`src/rtl/sdcard_pkg.sv`:
```
// Shared constants and types for the SD-card sector loader.
package sdcard_pkg;

    typedef logic [1:0] sd_cmd_t;

    localparam sd_cmd_t SdCmdNone       = 2'd0;
    localparam sd_cmd_t SdCmdReadSector = 2'd1;
    localparam sd_cmd_t SdCmdNextByte   = 2'd2;

    localparam int unsigned SectorBytes = 512;
    localparam int unsigned WordBytes   = 4;

    typedef enum logic [2:0] {
        Idle,
        WaitCard,
        IssueRead,
        WaitAck,
        WaitRead,
        Fetch,
        Write,
        Done
    } sdcard_loader_state_e;

endpackage

```
`src/rtl/byte_packer.sv`:
```
// Shifts bytes in from the top so the first byte ends up in bits [7:0] after four shifts.
module byte_packer (
    input  logic        clk_i,
    input  logic        rst_ni,
    input  logic        shift_i,
    input  logic        clear_i,
    input  logic [7:0]  byte_i,
    output logic [31:0] word_o,
    output logic        full_o
);

    logic [31:0] word_q;
    logic [2:0]  cnt_q;

    always_ff @(posedge clk_i or negedge rst_ni) begin
        if (!rst_ni) begin
            word_q <= '0;
            cnt_q  <= '0;
        end else if (clear_i) begin
            cnt_q  <= '0;
        end else if (shift_i) begin
            word_q <= {byte_i, word_q[31:8]};
            if (cnt_q != 3'd4) begin
                cnt_q <= cnt_q + 3'd1;
            end
        end
    end

    assign word_o = word_q;
    assign full_o = (cnt_q == 3'd4);

endmodule

```
`src/rtl/sdcard_loader.sv`:
```
// Multi-sector copy engine: reads consecutive SD sectors through the sector buffer byte port
// and writes them to RAM as little-endian 32-bit words over a ready/valid port.
module sdcard_loader
    import sdcard_pkg::*;
#(
    parameter int unsigned CountBitWidth = 16
) (
    input  logic                     clk_i,
    input  logic                     rst_ni,
    input  logic                     start_i,
    input  logic [31:0]              sector_i,
    input  logic [CountBitWidth-1:0] count_i,
    input  logic [31:0]              dest_address_i,
    output logic                     busy_o,
    output logic                     done_o,
    output logic [1:0]               sd_cmd_o,
    output logic [31:0]              sd_sector_o,
    input  logic [7:0]               sd_data_i,
    input  logic                     sd_busy_i,
    output logic [31:0]              mem_address_o,
    output logic [31:0]              mem_data_o,
    output logic                     mem_write_o,
    input  logic                     mem_ready_i
);

    localparam logic [9:0] SectorEnd = 10'(SectorBytes);
    localparam logic [9:0] WordStep  = 10'(WordBytes);

    sdcard_loader_state_e state_q, state_d;

    logic [31:0]              sector_q, sector_d;
    logic [CountBitWidth-1:0] count_q, count_d;
    logic [31:0]              addr_q, addr_d;
    logic [9:0]               byte_cnt_q, byte_cnt_d;
    logic [2:0]               req_cnt_q, req_cnt_d;
    logic                     cap_en_q;

    sd_cmd_t sd_cmd_q, sd_cmd_d;
    logic    busy_q, busy_d;
    logic    done_q, done_d;
    logic    mem_write_q, mem_write_d;

    logic [31:0] pack_word;
    logic        pack_full;
    logic        word_accept;
    logic [9:0]  byte_cnt_inc;
    logic        sector_end;
    logic        last_sector;

    assign word_accept  = (state_q == Write) && mem_ready_i && pack_full;
    assign byte_cnt_inc = byte_cnt_q + WordStep;
    assign sector_end   = (byte_cnt_inc == SectorEnd);
    assign last_sector  = (count_q == CountBitWidth'(1));

    // State register
    always_ff @(posedge clk_i or negedge rst_ni) begin
        if (!rst_ni) begin
            state_q <= Idle;
        end else begin
            state_q <= state_d;
        end
    end

    // Next-state logic
    always_comb begin
        state_d = state_q;
        unique case (state_q)
            Idle: begin
                if (start_i) begin
                    state_d = (count_i == '0) ? Done : WaitCard;
                end
            end
            WaitCard:  if (!sd_busy_i) state_d = IssueRead;
            IssueRead: state_d = WaitAck;
            // Buffer raises busy one cycle after the read command, so skip a cycle blindly.
            WaitAck:   state_d = WaitRead;
            WaitRead:  if (!sd_busy_i) state_d = Fetch;
            Fetch:     if (req_cnt_q == 3'd4) state_d = Write;
            Write: begin
                if (word_accept) begin
                    if (!sector_end) begin
                        state_d = Fetch;
                    end else begin
                        state_d = last_sector ? Done : WaitCard;
                    end
                end
            end
            Done:      state_d = Idle;
            default:   state_d = Idle;
        endcase
    end

    // Datapath next-state
    always_comb begin
        sector_d   = sector_q;
        count_d    = count_q;
        addr_d     = addr_q;
        byte_cnt_d = byte_cnt_q;
        if (state_q == Idle && start_i) begin
            sector_d = sector_i;
            count_d  = count_i;
            addr_d   = {dest_address_i[31:2], 2'b00};
        end
        if (state_q == WaitRead && !sd_busy_i) begin
            byte_cnt_d = '0;
        end
        if (word_accept) begin
            addr_d     = addr_q + 32'd4;
            byte_cnt_d = byte_cnt_inc;
            if (sector_end) begin
                sector_d = sector_q + 32'd1;
                count_d  = count_q - CountBitWidth'(1);
            end
        end
        // Commands issued so far for the word being fetched; restarts on every Fetch entry.
        if (state_q != Fetch) begin
            req_cnt_d = '0;
        end else if (req_cnt_q != 3'd4) begin
            req_cnt_d = req_cnt_q + 3'd1;
        end else begin
            req_cnt_d = req_cnt_q;
        end
    end

    always_ff @(posedge clk_i or negedge rst_ni) begin
        if (!rst_ni) begin
            sector_q   <= '0;
            count_q    <= '0;
            addr_q     <= '0;
            byte_cnt_q <= '0;
            req_cnt_q  <= '0;
            cap_en_q   <= 1'b0;
        end else begin
            sector_q   <= sector_d;
            count_q    <= count_d;
            addr_q     <= addr_d;
            byte_cnt_q <= byte_cnt_d;
            req_cnt_q  <= req_cnt_d;
            cap_en_q   <= (sd_cmd_q == SdCmdNextByte);
        end
    end

    // Output logic, computed from the upcoming state so every output leaves a flop
    always_comb begin
        sd_cmd_d = SdCmdNone;
        if (state_d == IssueRead) begin
            sd_cmd_d = SdCmdReadSector;
        end else if (state_d == Fetch && req_cnt_d != 3'd4) begin
            sd_cmd_d = SdCmdNextByte;
        end
        busy_d      = (state_d != Idle);
        done_d      = (state_q == Done);
        mem_write_d = (state_d == Write);
    end

    always_ff @(posedge clk_i or negedge rst_ni) begin
        if (!rst_ni) begin
            sd_cmd_q    <= SdCmdNone;
            busy_q      <= 1'b0;
            done_q      <= 1'b0;
            mem_write_q <= 1'b0;
        end else begin
            sd_cmd_q    <= sd_cmd_d;
            busy_q      <= busy_d;
            done_q      <= done_d;
            mem_write_q <= mem_write_d;
        end
    end

    byte_packer u_byte_packer (
        .clk_i   (clk_i),
        .rst_ni  (rst_ni),
        .shift_i (cap_en_q),
        .clear_i (word_accept),
        .byte_i  (sd_data_i),
        .word_o  (pack_word),
        .full_o  (pack_full)
    );

    assign busy_o        = busy_q;
    assign done_o        = done_q;
    assign sd_cmd_o      = sd_cmd_q;
    assign sd_sector_o   = sector_q;
    assign mem_address_o = addr_q;
    assign mem_data_o    = pack_word;
    assign mem_write_o   = mem_write_q;

endmodule

```
`config.mk`:
```
export PLATFORM = sky130hd
export DESIGN_NAME = sdcard_loader
export DESIGN_NICKNAME = d
export VERILOG_FILES = /design/src/rtl/sdcard_pkg.sv /design/src/rtl/byte_packer.sv /design/src/rtl/sdcard_loader.sv
export SDC_FILE = /design/constraint.sdc
export NUM_CORES = 1
export LEC_CHECK = 0
export ABC_CLOCK_PERIOD_IN_PS = 2100
export CORE_MARGIN = 2
export CORE_UTILIZATION = 45
export CTS_CLUSTER_DIAMETER = 100
export DETAILED_ROUTE_END_ITERATION = 8
export PLACE_DENSITY = 0.77
export SLEW_MARGIN = 20
export SYNTH_ARGS = -nofsm -noshare
export SYNTH_HDL_FRONTEND = slang
export SYNTH_SLANG_ARGS = --single-unit
```
`constraint.sdc`:
```
create_clock -name clk_i -period 2.1 [get_ports clk_i]
set_input_delay 0.525 -clock clk_i [delete_from_list [all_inputs] [get_ports clk_i]]
set_output_delay 0.525 -clock clk_i [all_outputs]
set_load 0.05 [all_outputs]
```
Word-level counts from Yosys, hierarchy flattened:

Index checks and enable logic that the tools add are counted.

* muxes and demuxes: 26
* reduce and logical (&&, ||, !) cells: 15
* bitwise gates (word level): 1
* eq/ne operators: 19
* add/subtract/negate cells: 6

Operators by type and width (number)
* 32-bit 2-to-1 mux: 5
* 16-bit 2-to-1 mux: 3
* 3-bit 2-to-1 mux: 13
* 32-bit by 1-bit adder with 32-bit output, second input constant: 1
* 32-bit by 3-bit adder with 32-bit output, second input constant: 1
* 3-bit equality test, second input constant: 8
* 3-bit one-hot mux with 8 select lines: 1
* 10-bit 2-to-1 mux: 2
* 16-bit by 1-bit equality test with 1-bit output, second input constant: 1
* 16-bit logical NOT: 1
* 16-bit by 1-bit subtractor with 16-bit output, second input constant: 1
* 3-bit inequality test, second input constant: 4
* 10-bit by 3-bit adder with 10-bit output, second input constant: 1
* 10-bit equality test, second input constant: 1
* 3-bit by 2-bit equality test with 1-bit output, second input constant: 3
* 2-bit nonzero test: 4
* 3-bit by 1-bit adder with 3-bit output, second input constant: 2
* 1-bit logical AND: 5
* 2-bit 2-to-1 mux: 2
* 2-bit AND reduction: 2
* 3-bit by 1-bit equality test with 1-bit output, second input constant: 1
* 3-bit logical NOT: 1
* 3-bit nonzero test: 1
* 2-bit equality test, second input constant: 1
* 2 further kinds: 2

* input bits: 93
* logic and storage cells: 80
* flip-flop bits (word level): 137
* output and inout bits: 101

Depth between registers and ports, before layout:

Gate-level depths: netlist (run 1).

* word-level depth: 9
* gate-level depth with buffers: 10
* depth with buffers taken out: 8

By module:

From an unflattened synthesis (run 1), not the netlist that was laid out.

* cells, all modules: 747
* area, all modules: 7263.2 um2

Modules (own cells, without submodules)
* sdcard_loader: times used 1, seq. area each 2452.4 um2, area an instance 5725.5 um2, cells an instance 660
* byte_packer: times used 1, seq. area each 875.8 um2, area an instance 1537.7 um2, cells an instance 87

Least setup slack after synthesis (run 1):

OpenSTA, ideal clock, no wires.

* kind: register -> register
* from: register sector_q[0] (netlist: sd_sector_o[0])
* to: register sector_q[16] (netlist: sd_sector_o[16])
* period minus slack after synthesis: 2.375 ns
* slack: -0.275 ns
* cell stages (with the launch flop): 10
* arrival time: 2.289 ns
* library setup time: 0.086 ns
* required time: 2.014 ns
* path buffers: 2
* cells stage by stage: dfrtp_1 ha_1 and3_1 and3_1 clkbuf_1 and4_1 buf_2 a41oi_1 o21a_1 nor3_1

* cells in the longest elaborated chain, start to end: 3

RTL lines
* start: declaration: line sdcard_loader.sv:31 `logic [31:0] sector_q, sector_d;`
* start signal: assignment: line sdcard_loader.sv:134 `sector_q <= sector_d;`
* 32-bit by 1-bit adder with 32-bit output: line sdcard_loader.sv:111 `sector_d = sector_q + 32'd1;`
* 32-bit 2-to-1 mux: line sdcard_loader.sv:110 `if (sector_end) begin`
* 32-bit 2-to-1 mux: line sdcard_loader.sv:107 `if (word_accept) begin`
* named net sector_d[16]: line sdcard_loader.sv:31

The timed path passes the listed nets, and every way through them passes these cells.
A chain may end at the register's enable or synchronous reset.

Worst setup path after layout (run 1):

* from: register u_byte_packer.cnt_q[0]
* to: register count_q[9]

* cells in the longest elaborated chain, start to end: 3

RTL lines
* start: declaration: line byte_packer.sv:13 `logic [2:0] cnt_q;`
* start signal: assignment: line byte_packer.sv:24 `cnt_q <= cnt_q + 3'd1;`
* 3-bit equality test: line byte_packer.sv:30 `assign full_o = (cnt_q == 3'd4);`
* 1-bit logical AND: line sdcard_loader.sv:50 `assign word_accept = (state_q == Write) && mem_ready_i && pack_full;`
* 16-bit 2-to-1 mux: line sdcard_loader.sv:107
* named net count_d[9]: line sdcard_loader.sv:32 `logic [CountBitWidth-1:0] count_q, count_d;`
* end signal: assignment: line sdcard_loader.sv:135 `count_q <= count_d;`
* end: declaration: line sdcard_loader.sv:32

The timed path passes the listed nets, and every way through them passes these cells.

==> qor.csv, run 1 <==
stage,metric,value,unit
status,status,"finished, violations left",
status,violations,negative setup slack,
sta,fmax,468,MHz
critical_path,crit_slowest_cell,or4_4,
pwr,power_frac_comb,52.4,%
detailed_routing,via_count,7282,
sta,min_period,2.14,ns
critical_path,crit_type,reg2reg,
logic_synthesis,synth_enable_flop_cells,0,
logic_synthesis,yosysWarningCount,0,
cts,cts.sinks,133,
critical_path,startpoint,u_byte_packer.cnt_q[0]$_DFFE_PN0P_,
final_layout,most-common-layout-cells,"123 x buf_4, 112 x dfrtp_1, 89 x clkdlybuf4s50_1",
cts,cts_tree,done,
floorplan,die_w,131,um
critical_path,crit_chain,"inv_1, ha_2, and3_4, nand2_2, or4_4, buf_6, nor3_2, nor3_2",
detailed_routing,detail_route.iter0.violations,355,
placement,place_hpwl,15400,um
grt,grt_util_met2,43.8,%
sta,tns,-0.158,ns
cts,htree_levels,4,
pwr,p_switching,8390,uW
critical_path,cp-start-kind,flip-flop,
critical_path,crit_buf_inv,2,
pwr,cell_internal_pwr,9030,uW
cts,cts_buffers,17,
pwr,p_per_area,1610,mW/mm2
worst_hold_path,min_path_type,in2async,
sta,whs,0.0218,ns
sta,finalClockSkew,0.0116,ns
logic_synthesis,synth_seq_cells,133,
logic_synthesis,ys_seq_area_share,45.5,%
detailed_routing,wirelength,22500,um
run,max_cap_violations,0,
logic_synthesis,synth_cells,807,
critical_path,cp_common_cell,nor3_2,
logic_synthesis,ys_types,66,
pwr,swShare,48.2,%
detailed_routing,viasPerCell,5.66,
placement,port_buffers,189,
grt,use_met1,33.0,%
cts,cts-root-buf,clkbuf_16,
detailed_routing,route.detailed.drc,0,
final_layout,area_growth,47.9,%
grt,grt_usage,25.7,%
critical_path,crit_fanout,8,
pwr,pwr-share-seq,29.4,%
critical_path,r2r_start,u_byte_packer.cnt_q[0]$_DFFE_PN0P_,
critical_path,cp-end-kind,flip-flop,
detailed_routing,drtPass1Iterations,7,
grt,use_met3,6.33,%
sta,relSlewSlack,65.1,%
sta,worstMarginPinSlew,0.525,ns
final_layout,num_antenna_cells,0,
final_layout,finalNonFillerCells,1286,
sta,period_share,102,%
logic_synthesis,ys_async_sr_fraction,100,%
sta,layout_setup_ws,-0.0353,ns
sta,hold_violations,0,
placement,place_congestion,0.846,
floorplan,coreArea,0.0159,mm2
pwr,peakVddDrop,0.00106,V
final_layout,num-nets-final,1160,
cts,holdBufCountCts,0,
cts,clk_latency,0.43,ns
detailed_routing,antenna_left,0,
critical_path,arrival,2.45,ns
floorplan,dieArea,0.0173,mm2
logic_synthesis,synth_flop_cell,dfrtp_1,
floorplan,rows,46,
cts,clkTransAtPathRegs,0.07,ns
floorplan,ios,194,
grt,busiest_layer,met2,
critical_path,crit_required,2.41,ns
grt,grt_max_degree,43,
logic_synthesis,synth_area_per_cell,9.06,um2
grt,antenna_found_initial,0,
final_layout,final_layout_size_suffix_gt1_share,29.6,%
placement,dp.cells,1247,
final_layout,final_common_cell,buf_4,
floorplan,start_util,46.0,%
sta,maxSlewViolCount,0,
cts,clk_path_buf_depth,2,
critical_path,slowest_delay,0.63,ns
logic_synthesis,syn_area,0.00731,mm2
pwr,clock_power_share,18.3,%
detailed_routing,detail_route.wl_per_cell,17.5,um
sta,setup_viol,12,
floorplan,die_y,131,um
critical_path,crit_family,simple AND/OR/NAND/NOR gates,
grt,grt_pass1_vias,7115,
sta,rsz0062_at_grt,yes,
grt,grt_pass1_wl,36200,um
grt,grt_overflow,0,
pwr,power_leakage,0.00462,uW
[repair_timing]
| item | CTS | global route |
|---|---|---|
| cloned | 0 | 3 |
| setup endpoints to repair | 87 | 57 |
| buffers inserted | 2 | 2 |
| hold endpoints to repair | 0 | 0 |
| pin swaps | 2 | 3 |
| resized for setup | 54 | 43 |
[Yosys cell counts (all sizes together) (2+ instances only)]
cell type,number,area [um2]
o21ai,28,151
o2bb2ai,3,26.3
a221o,4,40.0
or2,13,81.3
clkbuf,24,91.3
buf,23,145
o311ai,4,35.0
xnor2,6,52.6
nor4,11,75.1
o221a,2,22.5
nand3b,3,22.5
a211oi,7,57.6
mux2i,3,30.0
a21oi,53,265
inv,16,60.1
or4,4,37.5
nor2,89,334
mux2,35,394
ha,10,125
nand4,13,81.3
or3,5,36.3
o211ai,6,45.0
nor2b,3,18.8
a22oi,2,15.0
dfrtp,133,3330
and4,5,43.8
o21a,6,45.0
and3,32,200
nand2,76,285
nand3,26,145
o31ai,2,15.0
nand2b,5,31.3
a31o,9,78.8
xor2,4,35.0
and2,5,31.3
a311oi,8,70.1
nor3b,3,22.5
a21o,9,67.6
nor3,98,516
and4b,2,20.0
o22ai,4,25.0
[final cells by class]
type / count / area [um2]
Timing Repair Buffer: 277 / 2560
Fill cell: 1312 / 5070
Tap cell: 216 / 270
Clock buffer: 18 / 439
Multi-Input combinational cell: 612 / 3940
Clock inverter: 14 / 185
Sequential cell: 133 / 3350
Inverter: 16 / 60.1
[stage by stage]
step | power [uW] | area (um2) | utilization, % | setup slack (ns)
final | 17400 | 10800 | 68.1 | -0.0353
after floorplan | 10900 | 7430 | - | -0.00785
after CTS | 17300 | 10600 | 66.5 | -0.0156
after global routing | 18400 | 10800 | 68.1 | -0.136
after detailed placement | 14300 | 9940 | 62.6 | -0.437
after global placement | 14000 | 9940 | 62.6 | -0.428
[state kept, by name, summed over array words and instances (netlist names), 2 cells and up]
| signal | cells |
|---|---|
| req_cnt_q | 3 |
| sd_cmd_o | 2 |
| u_byte_packer.word_o | 32 |
| u_byte_packer.cnt_q | 3 |
| state_q | 3 |
| byte_cnt_q | 8 |
| sd_sector_o | 32 |
| count_q | 16 |
| mem_address_o | 30 |
[power by group through the flow]
stage | Sequential, uW | Combinational, uW | Clock (uW)
after floorplan | 8080 | 2860 | 0
after global placement | 5030 | 9020 | 0
after detailed placement | 5100 | 9190 | 0
after CTS | 5090 | 9030 | 3230
after global routing | 5330 | 9710 | 3330
final | 5120 | 9130 | 3180
[routing by layer]
metal | vias up | routed length [um]
met5 | - | 0
met4 | 0 | 308
met3 | 35 | 1530
met2 | 275 | 11200
met1 | 3536 | 9490
li1 | 3436 | -
[worst paths after layout]
| check | to | slack (ns) | cells past startpoint |
|---|---|---|---|
| max | count_q[9]$_DFF_PN0_ | -0.04 | 8 |
| min | mem_address_o[25]$_DFFE_PN0P_ | 0.02 | 1 |
| max reg2reg | count_q[9]$_DFF_PN0_ | -0.04 | 8 |
| min reg2reg | cap_en_q$_DFF_PN0_ | 0.44 | 1 |
| max in group asynchronous | sd_sector_o[13]$_DFF_PN0_ | 1.46 | 2 |
| min in group clk_i | cap_en_q$_DFF_PN0_ | 0.44 | 1 |
[cells by family (layout without fill, tap and decap cells)]
family	count (synthesis)	after routing	synth area share [%]
multiplexers	38	38	5.80
XOR/XNOR	10	10	1.20
flip-flops	133	133	45.5
AO/OA/AOI/OAI	157	157	14.3
adder cells (fa/ha/maj)	10	10	1.71
other	1	2	0.0513
AND/OR/NAND/NOR	395	395	27.3
buffers and inverters	63	325	4.06
Note: power is estimated with default switching activity, not from simulation.
==> run 2, diff against run 1 <==
SKIP_LAST_GASP = 1   (was not set)
==> run 2 against run 1 <==
Against the previous run: worst hold slack worse by 0.0038 ns; the run still ends with negative setup slack left; highest routed layer unchanged; register-to-register slack about the same; global-route usage unchanged; largest power group unchanged; sequential power about the same; critical path type unchanged; sequential cell count unchanged; largest cell class unchanged.
==> qor.csv, run 2 (synthesis gave the netlist of run 1 again) <==
stage,metric,value,unit
grt,grt_max_degree,43,
placement,dp_slack,-0.437,ns
floorplan,start_util,46.0,%
final_layout,fillers,1318,
status,violations,negative setup slack,
final_layout,regArea,0.00335,mm2
sta,min_period,2.14,ns
sta,maxSlewViolCount,0,
final_layout,area_growth,46.6,%
detailed_routing,antenna_left,0,
sta,fmax,467,MHz
cts,cts_buffers,17,
sta,hold_violations,0,
detailed_routing,wirelength,22400,um
detailed_routing,detail_route.iter0.violations,407,
critical_path,cp-start-kind,flip-flop,
cts,clk_latency,0.43,ns
pwr,p_per_area,1620,mW/mm2
floorplan,die_w,131,um
critical_path,arrival,2.46,ns
sta,worstMarginPinSlew,0.525,ns
placement,port_buffers,189,
pwr,p_switching,8350,uW
final_layout,final_layout_size_suffix_gt1_share,27.5,%
pwr,cell_internal_pwr,9000,uW
sta,period_share,102,%
critical_path,crit_required,2.42,ns
cts,cts-root-buf,clkbuf_16,
cts,holdBufCountCts,0,
cts,htree_levels,4,
pwr,peakVddDrop,0.00106,V
cts,clk_path_buf_depth,2,
critical_path,reg2reg_slack,-0.04,ns
final_layout,finalNonFillerCells,1287,
worst_hold_path,min_path_type,in2async,
sta,finalClockSkew,0.0109,ns
final_layout,num-nets-final,1161,
placement,place_congestion,0.846,
cts,clkTransAtPathRegs,0.07,ns
sta,rsz0062_at_grt,yes,
status,status,"finished, violations left",
run,max_cap_violations,0,
floorplan,rows,46,
pwr,swShare,48.1,%
grt,grt_usage,25.7,%
final_layout,num_antenna_cells,0,
sta,layout_setup_ws,-0.0431,ns
sta,whs,0.0180,ns
detailed_routing,route.detailed.drc,0,
sta,setup_viol,27,
final_layout,final_common_cell,buf_4,
grt,grt_overflow,0,
pwr,clock_power_share,18.4,%
detailed_routing,detail_route.wl_per_cell,17.4,um
pwr,power_leakage,0.00461,uW
placement,place_hpwl,15400,um
floorplan,dieArea,0.0173,mm2
pwr,power_frac_comb,52.2,%
detailed_routing,viasPerCell,5.62,
floorplan,die_y,131,um
critical_path,cp-end-kind,flip-flop,
detailed_routing,via_count,7231,
critical_path,crit_type,reg2reg,
sta,relSlewSlack,65.1,%
grt,grt_pass1_vias,7115,
cts,cts.sinks,133,
grt,grt_pass1_wl,36200,um
placement,dp.cells,1247,
final_layout,most-common-layout-cells,"123 x buf_4, 112 x dfrtp_1, 89 x nor3_1, 89 x clkdlybuf4s50_1, 88 x nor2_1",
pwr,pwr-share-seq,29.5,%
cts,cts_tree,done,
detailed_routing,drtPass1Iterations,5,
floorplan,ios,194,
floorplan,coreArea,0.0159,mm2
grt,antenna_found_initial,0,
critical_path,crit_fanout,8,
final_layout,multi_input_area,0.00383,mm2
run 2: path summary, 6_finish.rpt:
path,from,endpoint,cells after the start
min in group clk_i,sd_cmd_o[0]$_DFF_PN0_,cap_en_q$_DFF_PN0_,1
max,u_byte_packer.cnt_q[0]$_DFFE_PN0P_,count_q[9]$_DFF_PN0_,8
min reg2reg,sd_cmd_o[0]$_DFF_PN0_,cap_en_q$_DFF_PN0_,1
min,rst_ni,state_q[2]$_DFF_PN0_,1
max reg2reg,u_byte_packer.cnt_q[0]$_DFFE_PN0P_,count_q[9]$_DFF_PN0_,8
max in group asynchronous,rst_ni,sd_sector_o[13]$_DFF_PN0_,2
run 2: power by group through the flow:
stage	logic, uW	clock network, uW	registers, uW
floorplan	2860	0	8080
global placement	9020	0	5030
detailed placement	9190	0	5100
CTS	9020	3230	5090
global route	9610	3330	5320
finish	9050	3190	5120
run 2: through the flow:
| stage | utilization, % | power [uW] | instance area, um2 | TNS (ns) |
|---|---|---|---|---|
| after floorplan | - | 10900 | 7430 | -0.00785 |
| after global placement | 62.6 | 14000 | 9940 | -27.11 |
| after detailed placement | 62.6 | 14300 | 9940 | -29.06 |
| after CTS | 66.4 | 17300 | 10600 | -0.0461 |
| after global routing | 67.4 | 18300 | 10700 | -4.41 |
| final | 67.4 | 17400 | 10700 | -0.413 |
run 2: cell type report:
| class | instances | share of cell area (%) |
|---|---|---|
| Clock buffer | 18 | 4.10 |
| Clock inverter | 14 | 1.73 |
| Inverter | 16 | 0.561 |
| Multi-Input combinational cell | 612 | 35.8 |
| Sequential cell | 133 | 31.3 |
| Tap cell | 216 | 2.52 |
| Timing Repair Buffer | 278 | 24.0 |
run 2: critical path, stage by stage, from the launching register on:
cell	delay, ns
dfrtp_1	0.39
inv_1	0.07
ha_2	0.20
and3_4	0.21
nand2_2	0.10
or4_4	0.63
buf_6	0.19
nor3_2	0.17
nor3_2	0.07
run 2: what timing repair did:
item / 4_1_cts / 5_1_grt
endpoints found under the setup margin: 87 / 57
setup buffers: 2 / 2
pin swaps: 2 / 4
gates resized for setup: 53 / 16
gates cloned: 0 / 4
run 2: per-layer routing:
metal  share of wire (%)  global-route usage (%)
met3                 6.1                    6.33
met2                  49                    43.8
met4                 1.4                    6.40
met5                   0                       0
met1                  43                    33.0
==> run 3, diff against run 2 <==
CELL_PAD_IN_SITES_DETAIL_PLACEMENT = 1   (was not set)
CELL_PAD_IN_SITES_GLOBAL_PLACEMENT = 1   (was not set)
CORE_UTILIZATION = 33   (was 45)
PLACE_DENSITY = 0.76   (was 0.77)
==> run 3 against run 2 <==
Against the previous run: the run still ends with negative setup slack left; cell area grew 1.4%; total power grew 0.98%; routed wire length increased by 17%; clock-buffer cell count decreased by 1; critical path depth did not move; critical endpoint is now count_q[15]$_DFF_PN0_; largest cell class unchanged; largest power group unchanged.
==> qor.csv, run 3 (synthesis gave the netlist of run 1 again) <==
stage,metric,value,unit
sta,period_share,107,%
cts,clk_latency,0.43,ns
pwr,p_total,17500,uW
critical_path,cp-end-kind,flip-flop,
cts,clkTransAtPathRegs,0.07,ns
final_layout,postLayoutCoreUtil,49.9,%
final_layout,num_antenna_cells,0,
detailed_routing,wirelength,26300,um
cts,clk_path_buf_depth,2,
critical_path,slowest_delay,0.62,ns
final_layout,fillers,2500,
sta,finalClockSkew,0.0157,ns
status,status,"finished, violations left",
floorplan,start_util,33.6,%
sta,maxSlewViolCount,0,
final_layout,most-common-layout-cells,"150 x buf_4, 112 x dfrtp_1, 89 x nor3_1, 89 x clkdlybuf4s50_1, 88 x nor2_1",
grt,grt_usage,22.4,%
final_layout,final_common_cell,buf_4,
critical_path,reg2reg_slack,-0.15,ns
critical_path,crit_chain,"ha_4, nand4_1, o21ai_2, nand3_2, or4_4, buf_12, nand2_1, o221a_2",
floorplan,die_w,153,um
final_layout,area_growth,48.6,%
sta,hold_violations,0,
sta,setup_viol,48,
critical_path,arrival,2.61,ns
floorplan,die_y,153,um
detailed_routing,detail_route.iter0.violations,288,
critical_path,crit_fanout,30,
pwr,power_leakage,0.00467,uW
detailed_routing,detail_route.wl_per_cell,19.2,um
cts,cts_buffers,17,
floorplan,coreArea,0.0218,mm2
grt,grt_pass1_wl,42000,um
detailed_routing,viasPerCell,5.38,
placement,port_buffers,189,
run,max_cap_violations,0,
grt,antenna_found_initial,0,
floorplan,dieArea,0.0234,mm2
sta,worstMarginPinSlew,0.541,ns
pwr,p_per_area,1610,mW/mm2
grt,grt_overflow,0,
sta,min_period,2.25,ns
detailed_routing,met1_length,11300,um
detailed_routing,routed.top_layer,met4,
sta,relSlewSlack,64.1,%
worst_hold_path,min_path_type,reg2reg,
cts,cts-root-buf,clkbuf_16,
placement,place_congestion,0.812,
grt,grt_pass1_vias,7815,
placement,dp_slack,-0.505,ns
detailed_routing,antenna_left,0,
status,violations,negative setup slack,
critical_path,crit_slowest_cell,or4_4,
grt,grt_max_degree,47,
floorplan,ios,194,
detailed_routing,routed-wl-met2,13300,um
cts,htree_levels,4,
sta,fmax,445,MHz
sta,rsz0062_at_grt,yes,
sta,layout_setup_ws,-0.148,ns
detailed_routing,via_count,7374,
critical_path,crit_required,2.46,ns
critical_path,crit_type,reg2reg,
pwr,peakVddDrop,0.000914,V
critical_path,cp-start-kind,flip-flop,
final_layout,final_layout_size_suffix_gt1_share,29.4,%
final_layout,num-nets-final,1180,
floorplan,rows,54,
detailed_routing,route.detailed.drc,0,
detailed_routing,drtPass1Iterations,6,
cts,cts_tree,done,
cts,cts.sinks,133,
placement,place_hpwl,18800,um
detailed_routing,wl_met3,1320,um
## run 3: changes by cell type in the layout (fill, tap and decap cells not counted), sizes merged
cell / previous run / this run
dlygate4sd3: 0 / 1
dlygate4sd2: 46 / 45
clkbuf: 20 / 17
dlymetal6s2s: 1 / 0
clkinvlp: 1 / 3
bufinv: 3 / 0
clkinv: 2 / 3
buf: 140 / 162
inv: 24 / 25
## run 3: layout make-up
class	instances	area, um2	area share [%]
sequential	133	3350	30.9
clock buffer	17	425	3.92
multi-input combinational	612	3890	35.9
tap	280	350	3.23
clock inverter	15	133	1.22
inverter	16	60.1	0.553
timing repair buffer	297	2640	24.3
## run 3: stage by stage
stage / instance area, um2 / std cells / TNS [ns] / hold WS, ns
3_5_place_dp: 10200 / 1334 / -29.09 / 0.448
4_1_cts: 10800 / 1367 / -0.911 / 0.484
3_3_place_gp: 10200 / 1334 / -26.57 / 0.432
2_1_floorplan: 7430 / 808 / -0.00785 / 0.229
6_report: 10900 / 1370 / -4.08 / 0.480
5_1_grt: 10900 / 1370 / -10.12 / 0.496
## run 3: per-layer routing
layer,up-vias,global-route usage [%]
met3,26,5.36
li1,3473,-
met1,3662,28.1
met4,0,5.51
met2,213,38.9
met5,-,0
## run 3: worst paths after layout
kind / from / end / cells past startpoint
max reg2reg: byte_cnt_q[3]$_DFFE_PN0P_ / count_q[15]$_DFF_PN0_ / 8
min: sd_cmd_o[0]$_DFF_PN0_ / cap_en_q$_DFF_PN0_ / 1
max in group asynchronous: rst_ni / byte_cnt_q[3]$_DFFE_PN0P_ / 3
min reg2reg: sd_cmd_o[0]$_DFF_PN0_ / cap_en_q$_DFF_PN0_ / 1
min in group asynchronous: rst_ni / u_byte_packer.word_o[9]$_DFFE_PN0P_ / 2
max: byte_cnt_q[3]$_DFFE_PN0P_ / count_q[15]$_DFF_PN0_ / 8
## run 3: repair_timing
action,in CTS,in global routing
hold buffers,1,0
resized for setup,57,17
endpoints found under the setup margin,94,86
buffers inserted,0,3
endpoints found under the hold margin,22,0
pin swaps,2,6
## run 3: critical path, delay by kind of cell, from the launching register on
| family | cells | cell delay (ns) |
|---|---|---|
| compound gates | 2 | 0.41 |
| fa+ha+maj | 1 | 0.17 |
| buf+inv | 1 | 0.21 |
| simple gates | 4 | 0.99 |
| flops | 1 | 0.41 |
## run 3: report_power, final
| group | internal [uW] | switching (uW) | total (uW) |
|---|---|---|---|
| combinational | 3490 | 6140 | 9630 |
| clock | 1560 | 1330 | 2890 |
| sequential | 3770 | 1220 | 5000 |
| total | 8820 | 8700 | 17500 |
==> patch (config.mk and constraints of run 1) <==
The 8 states of `sdcard_loader_state_e` get a one-hot encoding in 8 bits.
--- a/src/rtl/sdcard_pkg.sv
+++ b/src/rtl/sdcard_pkg.sv
@@ -11,13 +11,13 @@
     localparam int unsigned WordBytes   = 4;
 
-    typedef enum logic [2:0] {
-        Idle,
-        WaitCard,
-        IssueRead,
-        WaitAck,
-        WaitRead,
-        Fetch,
-        Write,
-        Done
+    typedef enum logic [7:0] {
+        Idle      = 8'b00000001,
+        WaitCard  = 8'b00000010,
+        IssueRead = 8'b00000100,
+        WaitAck   = 8'b00001000,
+        WaitRead  = 8'b00010000,
+        Fetch     = 8'b00100000,
+        Write     = 8'b01000000,
+        Done      = 8'b10000000
     } sdcard_loader_state_e;
 
Formal check against the unedited RTL: same outputs for any inputs over 10 cycles, from zero or initial values and one cycle with rst_ni low; not proved beyond that.
==> patch against run 1 <==
- the run still ends with negative setup slack left
- final area rose by 7.2%
- clock skew is 0.0028 ns higher
- wire length is 8.9% higher
- cell count increased by 0.47%
- non-clock buffer count up 37
- synthesized area increased by 1.4%
- clock power is 5% lower
- power fell by 14%
- sequential share of layout area is 1.1 points lower
- sequential cell count grew 5
- setup slack got worse by 0.25 ns
- via count increased by 4.2%
- critical path type unchanged
- critical endpoint unchanged
- highest routed layer unchanged
==> patch: results (changes against run 1) <==
[drt]
totalWireLength_mm=24.5  ; +8.9%
vias_per_cell=5.88  ; +3.8%
drt_iter0_markers=524  ; +48%
drtPass1Iterations=5  ; -2
routed-via-count=7591  ; +4.2%

[synth]
synth_fa_ha_area_frac=0.0169  ; -0.000231
synth_ff_type=dfrtp_1
synth_compound_area_frac=0.195  ; +0.0521
synth_top_cell_by_area=dfrtp_1
synth_commonest_cells=137 x dfrtp_1, 80 x nand2_1, 70 x nor2_1
synth_area_leaders=dfrtp_1 46%, mux2_2 5.0%, nand2_1 4.1%
synthCells=767  ; -5.0%
yosys.area_share.xor_xnor=0.00709  ; -0.00489
ys_types=73  ; +11%
yosys-mux-area-fraction=0.0528  ; -0.00517
ys_seq_area_frac=0.466  ; +0.0109

[placement]
place_inst=1222  ; -2.0%
placed_cell_area_sq_um=10100  ; +1.6%
dp_slack_ns=-0.446  ; -0.00878 ns
dp_hpwl_mm=15.5  ; +0.79%
place.gp.congestion=0.866  ; +2.4%

[outcome]
violations=negative setup slack
status=complete, but fails checks

[global_route]
grt_util_all_layers=0.273  ; +0.0153
grt_pass1_wl_mm=38.2  ; +5.5%
grt_max_degree=54  ; +26%
grt_pass1_vias=7350  ; +3.3%
grt_antenna_before_repair=0  ; unchanged

[timing]
worst_pin_slew_ns=0.520  ; -0.00500 ns
tns_ns=-11.16  ; -11.00 ns
setup_violations=67  ; +55
skew_ns=0.0145  ; +0.00285 ns
finalWorstSetupSlack_ns=-0.281  ; -0.246 ns

[worst_hold_path]
hp-class=primary input to async pin

[cts]
cts_root_buf=clkbuf_16
clk_latency_ns=0.43  ; about the same
cts_hold_buf=0  ; unchanged
h-tree-depth=4  ; unchanged
clk_path_buf_depth=2  ; unchanged

[critical_path]
cp_max_fo=7  ; -1
crit_arrival_ns=2.69  ; +0.24 ns

[finish]
seqCellArea_sq_um=3470  ; +3.4%
num_antenna_cells=0  ; unchanged
drive_gt1_frac=0.324  ; +0.0281
fillers=1181  ; -10%

[power]
swShare=0.464  ; -0.0179
p_leak_uw=0.00517  ; +12%
comb_power_uw=7380  ; -19%
ir_drop_v=0.000815  ; -23%
power.share.clock=0.201  ; +0.018
p_clk_uw=3020  ; -5%

[patch: final cells by class]
type,instances,area share
Clock buffer,18,0.0370
Clock inverter,14,0.0139
Sequential cell,138,0.299
Tap cell,216,0.0233
Multi-Input combinational cell,563,0.351
Inverter,29,0.00939
Timing Repair Buffer,314,0.267
[patch: path summary, 6_finish.rpt]
path | from | end | slack [ns] | depth (start not counted)
max | byte_cnt_q[3] | count_q[9] | -0.28 | 9
min | rst_ni | mem_address_o[23] | 0.01 | 1
max reg2reg | byte_cnt_q[3] | count_q[9] | -0.28 | 9
min reg2reg | sd_cmd_o[0] | cap_en_q | 0.43 | 1
max in group asynchronous | rst_ni | u_byte_packer.word_o[14] | 1.47 | 2
min in group clk_i | sd_cmd_o[0] | cap_en_q | 0.43 | 1
[patch: worst max-delay path, stage by stage, from the launching register on]
cell     delay (ns)
dfrtp_2        0.45
ha_4           0.20
nor4b_4        0.29
a41o_1         0.17
nand4_1        0.15
buf_4          0.18
o31ai_4        0.29
buf_12         0.18
o21ai_2        0.05
a221o_1        0.29
[patch: cell families after synthesis]
family | Yosys count
buffers and inverters | 68
and+or+nand+nor | 306
xor gates and xnor gates | 6
DFF | 138
other | 1
AOI/OAI and AO/OA | 203
muxes | 35
adders and majority gates | 10
[patch: layer usage]
layer	vias to the layer above	global-route usage	wire (um)
met5	-	0	0
met4	0	0.0723	404
met1	3719	0.364	10300
met2	362	0.448	11900
met3	34	0.0638	1970
li1	3476	-	-
[patch: repair_timing]
action | 4_1_cts | 5_1_grt
gates cloned | 7 | 2
pin swaps | 37 | 45
buffers inserted | 24 | 11
endpoints found under the setup margin | 163 | 124
resized for setup | 146 | 71
hold endpoints to repair | 0 | 0
